--- config.mk ---
export PLATFORM = sky130hd
export DESIGN_NAME = a5_1_stream_xor
export DESIGN_NICKNAME = d
export VERILOG_FILES = /design/src/rtl/a5_1_stream_xor.sv
export SDC_FILE = /design/constraint.sdc
export NUM_CORES = 1
export LEC_CHECK = 0
export BUFFER_PORTS_ARGS = -buffer_cell sky130_fd_sc_hd__buf_2
export CELL_PAD_IN_SITES_DETAIL_PLACEMENT = 0
export CELL_PAD_IN_SITES_GLOBAL_PLACEMENT = 1
export CORE_UTILIZATION = 45
export CTS_CLUSTER_DIAMETER = 80
export DETAILED_ROUTE_END_ITERATION = 16
export PLACE_DENSITY = 0.75
export SYNTH_ARGS = -nofsm -noshare
export SYNTH_HDL_FRONTEND = slang
export SYNTH_SLANG_ARGS = --single-unit
--- constraint.sdc ---
create_clock -name clk -period 2.85 [get_ports clk]
set_clock_uncertainty 0.05 [all_clocks]
set_input_delay 0.7125 -clock clk [delete_from_list [all_inputs] [get_ports clk]]
set_output_delay 0.7125 -clock clk [all_outputs]
set_load 0.02 [all_outputs]
--- src/rtl/a5_1_stream_xor.sv ---
// a5_1_stream_xor: packs A5/1 keystream bits into a byte FIFO and XORs them onto a byte stream; A51_KS_TAP_EN adds a push tap.
module a5_1_stream_xor #(
  parameter int KS_FIFO_DEPTH = 4,
  parameter bit MSB_FIRST     = 1
) (
  input  logic                             clk,
  input  logic                             rst,
  input  logic                             init_ok,
  input  logic                             ks,
  input  logic                             in_valid,
  input  logic [7:0]                       in_data,
  output logic                             in_ready,
  output logic                             out_valid,
  output logic [7:0]                       out_data,
  input  logic                             out_ready,
  output logic [$clog2(KS_FIFO_DEPTH):0]   ks_level,
  output logic                             ks_ovf,
  output logic [15:0]                      byte_cnt
`ifdef A51_KS_TAP_EN
  ,
  output logic                             ks_tap_stb,
  output logic [7:0]                       ks_tap_byte
`endif
);
  localparam int AW = $clog2(KS_FIFO_DEPTH);
  localparam logic [AW:0] FULL = (AW+1)'(KS_FIFO_DEPTH);
  typedef enum logic [1:0] {IDLE, RUN, ERR} state_t;
  state_t state, state_nx;
  logic [2:0] bit_cnt;
  logic [7:0] sr, sr_nx;
  logic [7:0] mem [KS_FIFO_DEPTH];
  logic [AW-1:0] wr_ptr, rd_ptr;
  logic pack, push, pop, full, ovf, wr;
  // The IDLE->RUN cycle already carries keystream bit 0, so packing runs in IDLE too.
  always_comb begin
    pack     = init_ok && state != ERR;
    sr_nx    = MSB_FIRST ? {sr[6:0], ks} : {ks, sr[7:1]};
    push     = pack && bit_cnt == 3'd7;
    full     = ks_level == FULL;
    in_ready = state == RUN && ks_level != '0 && (!out_valid || out_ready);
    pop      = in_valid && in_ready;
    ovf      = push && full && !pop;
    wr       = push && !ovf;
    state_nx = !init_ok ? IDLE : ovf ? ERR : state == IDLE ? RUN : state;
  end
  always_ff @(posedge clk)
    if (wr) mem[wr_ptr] <= sr_nx;
  always_ff @(posedge clk) begin
    if (rst) begin
      state     <= IDLE;
      bit_cnt   <= '0;
      sr        <= '0;
      wr_ptr    <= '0;
      rd_ptr    <= '0;
      ks_level  <= '0;
      ks_ovf    <= 1'b0;
      byte_cnt  <= '0;
      out_valid <= 1'b0;
      out_data  <= '0;
    end else begin
      state <= state_nx;
      if (!init_ok) begin
        bit_cnt  <= '0;
        sr       <= '0;
        wr_ptr   <= '0;
        rd_ptr   <= '0;
        ks_level <= '0;
        byte_cnt <= '0;
      end else begin
        if (pack) begin
          bit_cnt <= bit_cnt + 3'd1;
          sr      <= sr_nx;
        end
        if (wr) wr_ptr <= wr_ptr + AW'(1);
        if (pop) begin
          rd_ptr   <= rd_ptr + AW'(1);
          byte_cnt <= byte_cnt + 16'd1;
        end
        ks_level <= ks_level + {{AW{1'b0}}, wr} - {{AW{1'b0}}, pop};
      end
      // The output register survives flushes so a pending result is still delivered.
      if (pop) begin
        out_data  <= in_data ^ mem[rd_ptr];
        out_valid <= 1'b1;
      end else if (out_ready) begin
        out_valid <= 1'b0;
      end
      if (ovf) ks_ovf <= 1'b1;
    end
  end
`ifdef A51_KS_TAP_EN
  always_ff @(posedge clk) begin
    if (rst) begin
      ks_tap_stb  <= 1'b0;
      ks_tap_byte <= '0;
    end else begin
      ks_tap_stb <= wr;
      if (wr) ks_tap_byte <= sr_nx;
    end
  end
`endif
endmodule

# Word level (Yosys, flattened, before mapping)

Memory sizes are Yosys's and may differ from the RTL's. A register that Yosys moved wholly into a read port is not among the register bits.
Cells that the tools add are included.

Reduce and logical (&&, ||, !) cells: 18
Bitwise gates (word level): 2
Shifts and indexed selects: 0
Multiplexer cells: 8
Multipliers: 0
$lt $le $gt $ge: 0
Eq/ne operators: 4
$add $sub $neg: 6
Div/mod/pow operators: 0

Operators by type and width:

| kind                  | number |
|---|---|
| $add 16x1->16 const B | 1 |
| $logic_and 1x1->1     | 8 |
| $mux 2                | 4 |
| $xor 8x8->8           | 1 |
| $eq 3x3->1 const B    | 2 |
| $add 2x1->2 const B   | 2 |
| $mux 1                | 4 |
| $reduce_bool 2->1     | 2 |
| $add 3x1->3           | 1 |
| $add 3x1->3 const B   | 1 |
| $logic_not 1->1       | 3 |
| $reduce_bool 3->1     | 1 |
| $reduce_or 3->1       | 1 |
| $sub 3x1->3           | 1 |
| $eq 2x1->1 const B    | 1 |
| $logic_not 2->1       | 1 |
| $ne 2x2->1 const B    | 1 |
| $reduce_or 2->1       | 1 |
| $logic_or 1x1->1      | 1 |
| $not 1->1             | 1 |

Word-level logic and storage cells: 50
Register bits after elaboration: 45
Memory bits (writable): 32
Latch bits: 0
Input port bits: 14
Output and inout port bits: 30
Memories: 1
Bits in read-only memories: 0

Memories:

| memory | depth | width | read ports | clocked after Yosys merged registers in | write ports | RTL line | RTL |
|---|---|---|---|---|---|---|---|
| mem    | 4     | 8     | 1          | 1                                       | 1           | 31       | `logic [7:0] mem [KS_FIFO_DEPTH];` |

# Depth between registers and ports, before layout

Word-level depth: 10
Gate-level depth with buffers: 12
Depth with buffers taken out: 11

# Worst setup path before layout

Ideal clock, no wire load.

Path kind: input to register
Start point: in out_ready
End point: reg ks_level[2]
Slack: 0.286 ns
Data arrival time: 2.386 ns
Path buffers: 2
Data required time: 2.672 ns
Setup time: 0.128 ns
Stages: 11
Cells stage by stage: nand2b_1 -> nand4_4 -> buf_6 -> buf_2 -> o21ai_0 -> ha_1 -> inv_1 -> fa_1 -> xor2_1 -> xnor2_1 -> nor2_1

Cells in the longest elaborated chain, start to end: 9

RTL lines:

| item                  | RTL line | RTL |
|---|---|---|
| from (decl)           | 15       | `input logic out_ready,` |
| $logic_or 1x1->1 (*)  | 40       | `in_ready = state == RUN && ks_level != '0 && (!out_valid \|\| out_ready);` |
| $logic_and 1x1->1 (*) | 40       |  |
| $logic_and 1x1->1 (*) | 41       | `pop = in_valid && in_ready;` |
| $logic_not 1->1       | 42       | `ovf = push && full && !pop;` |
| $logic_and 1x1->1     | 42       |  |
| $logic_not 1->1       | 43       | `wr = push && !ovf;` |
| $logic_and 1x1->1     | 43       |  |
| $add 3x1->3           | 79       | `ks_level <= ks_level + {{AW{1'b0}}, wr} - {{AW{1'b0}}, pop};` |
| $sub 3x1->3 (*)       | 79       |  |
| to (signal assigned)  | 79       |  |
| to (decl)             | 16       | `output logic [$clog2(KS_FIFO_DEPTH):0] ks_level,` |

Every way passes the cells marked *; elsewhere a longest branch is shown, timed or not.
A chain may end at the register's enable or synchronous reset.

# Worst setup path in the final report

Start point: reg ks_level[1]
End point: out in_ready

Cells in the longest elaborated chain, start to end: 3

RTL lines:

| item                            | RTL line | RTL |
|---|---|---|
| $reduce_bool 3->1               | 40       |  |
| $logic_and 1x1->1 (2 in series) | 40       |  |
| to (decl)                       | 12       | `output logic in_ready,` |

No other way between the ends.

==> reports/qor.yml <==
synth:
  ys_seq_area_frac: 0.581
  ys_ff_latch: 79
  synth_ff_type: "dfxtp_1"
  syn_nets: 305
  ys_warn_count: 0
  async_reset_ff_frac: 0
  syn-cell-area_um2: 3270
  netlist_instances: 282
  synth_edf_count: 32
  ys_types: 38
  synth.avg_cell_area_um2: 11.6
die:
  coreArea_um2: 6910
  placementRows: 30
  die_h_um: 87.3
  die-area_um2: 7620
  die_x_um: 87.3
  io_pins: 44
  start_util: 0.474
clock_network:
  ctsHoldBuffers: 0
  cts_num_sinks: 79
  clock_latency_ps: 340
  htreeDepth: 3
  clockBufferDepth: 2
  path_clk_slew_ps: 80
  cts_resized: 0
  cts_buffers: 9
  cts_tree: "yes"
  root_buffer: "clkbuf_8"
  post_cts_buffers: 0
place:
  numPortBuffers: 43
  dp_hpwl_um: 4270
  gp_congestion: 0.781
status:
  status: "complete, no violations"
routing:
  vias: 2248
  antenna_left: 0
  avgViaCountPerCell: 5.26
  drt-total-wl_um: 6140
  drc_errors: 0
  first_iter_violations: 135
  wl_per_cell_um: 14.4
  firstDrtPassIters: 4
timing:
  slew_headroom: 0.555
  rsz0062_at_grt: "no"
  hold_ws_ps: 409
  fmax_mhz: 435
  slew_violations: 0
  period_share: 0.807
  final-setup-viol-count: 0
  tightest_slew_ps: 666
  tns_ps: 0
  hold_viol_final: 0
  fin_crit_ps: 2300
power_and_ir_drop:
  power_density_nw_per_um2: 516
  leakage_uw: 0.00133
  ir_drop_mv: 0.270
final_layout:
  drive_gt1_frac: 0.224
  area_delta_synth_final_pct: 14.1
  final_cell_mix: "47 x dfxtp_1, 43 x buf_2, 32 x edfxtp_1, 27 x a21oi_1, 26 x nand2_1"
  utilization: 0.540
  diodes: 0
  final_common_cell: "dfxtp_1"
  layout.nets: 349
hold_path:
  min_path_cells: 2
  hold-path-endpoint: "bit_cnt[1]"
  min_from: "bit_cnt[1]"
  hold_class: "flop to flop"
job:
  maxCapViolations: 0
setup_path:
  rr_worst_depth: 11
  worstPathArrival_ps: 1540
  crit_type: "flop to output port"
  crit_path_max_incr_delay_ps: 430
  cp-end-kind: "output port"
  timing.rr.end: "ks_level[2]"
  required_ps: 2090
  crit_path_cell_trace: "or3_1 -> and3_1 -> buf_2"
  r2r-start: "bit_cnt[0]"
  critical-path-top-delay-family: "simple AND/OR/NAND/NOR gates"
  cp_max_fo: 5
  r2r_slack_ps: 560
  crit_path_start_kind: "flop"
  crit_path_top_delay_cell: "or3_1"
  critPathBufInv: 1
  critical_path_depth: 3
grt:
  grt_pass1_vias: 2061
  overflow: 0
  grt_usage: 0.179
  antenna_found_initial: 0
  grt_max_degree: 30
  grt_pass1_wl_um: 10200
==> logic make-up after synthesis <==
group | Yosys count | share of synthesized area
AND/OR/NAND/NOR | 94 | 0.154
flip-flops | 79 | 0.581
AO/OA/AOI/OAI | 58 | 0.108
buffers and inverters | 21 | 0.0306
XOR/XNOR | 13 | 0.0348
adder cells (fa/ha/maj) | 9 | 0.0367
multiplexers | 8 | 0.0551
==> area by class of cell <==
class | instances | area [um^2]
Clock buffer | 11 | 131
Clock inverter | 5 | 33.8
Fill cell | 663 | 3170
Inverter | 6 | 22.5
Multi-Input combinational cell | 182 | 1270
Sequential cell | 79 | 1900
Tap cell | 96 | 120
Timing Repair Buffer | 48 | 253
==> worst max-delay path by stage <==
stage | slack [ps] | from | endpoint
2_1_floorplan | 290 | out_ready | ks_level[2]
3_3_place_gp | 290 | out_ready | ks_level[2]
3_5_place_dp | 250 | out_ready | ks_level[2]
4_1_cts | 540 | ks_level[1] | in_ready
5_1_grt | 300 | bit_cnt[0] | ks_level[2]
6_report | 550 | ks_level[1] | in_ready
==> synthesized netlist by cell type, types with 8 or more instances <==
cell      instances  area (um^2)
nand2_1          26         97.6
o31ai_1           8         60.1
nand3_1          10         50.1
or4_1             8         60.1
a21oi_1          27          135
xnor2_1          12          105
ha_1              8          100
a211oi_1          8         60.1
dfxtp_1          47          941
nor2_1           19         71.3
mux4_2            8          180
edfxtp_1         32          961
==> sequential cells by signal (all words and copies together) (netlist names), named ones only <==
| name | flops |
|---|---|
| ks_level | 3 |
| out_data | 8 |
| state | 2 |
| sr | 7 |
| bit_cnt | 3 |
| byte_cnt | 16 |
| rd_ptr | 2 |
| out_valid | 1 |
| mem | 32 |
| wr_ptr | 2 |
| ks_ovf | 1 |
==> through the flow <==
step / total power [uW] / instance area (um^2) / worst slack (ps) / std cells
3_3_place_gp: 1240 / 3570 / 292 / 411
2_1_floorplan: 1220 / 3270 / 286 / 282
5_1_grt: 2000 / 3730 / 298 / 427
3_5_place_dp: 1240 / 3570 / 254 / 411
4_1_cts: 1950 / 3730 / 537 / 427
6_report: 1930 / 3730 / 551 / 427
==> routing by layer <==
metal  routed length, um  global-route usage
met5                   0                   0
met2                2750               0.269
met3                 295              0.0351
met4                  96              0.0760
met1                3000               0.254
==> worst reg2reg max path, delay by kind of cell (launching register included) <==
kind	cells	cell delay (ps)
adder cells (fa/ha/maj)	4	850
XOR/XNOR	2	310
flip-flops	1	360
AND/OR/NAND/NOR	3	490
AO/OA/AOI/OAI	1	90
buffers and inverters	1	40
==> where the power goes <==
part	switching [uW]	internal, uW	leakage, uW	total, uW
Combinational	23.6	16.7	0.000578	40.4
Clock	397	317	0.0000797	713
Sequential	2.87	1170	0.000674	1170
No activity file was read; power rests on OpenSTA's default activity.
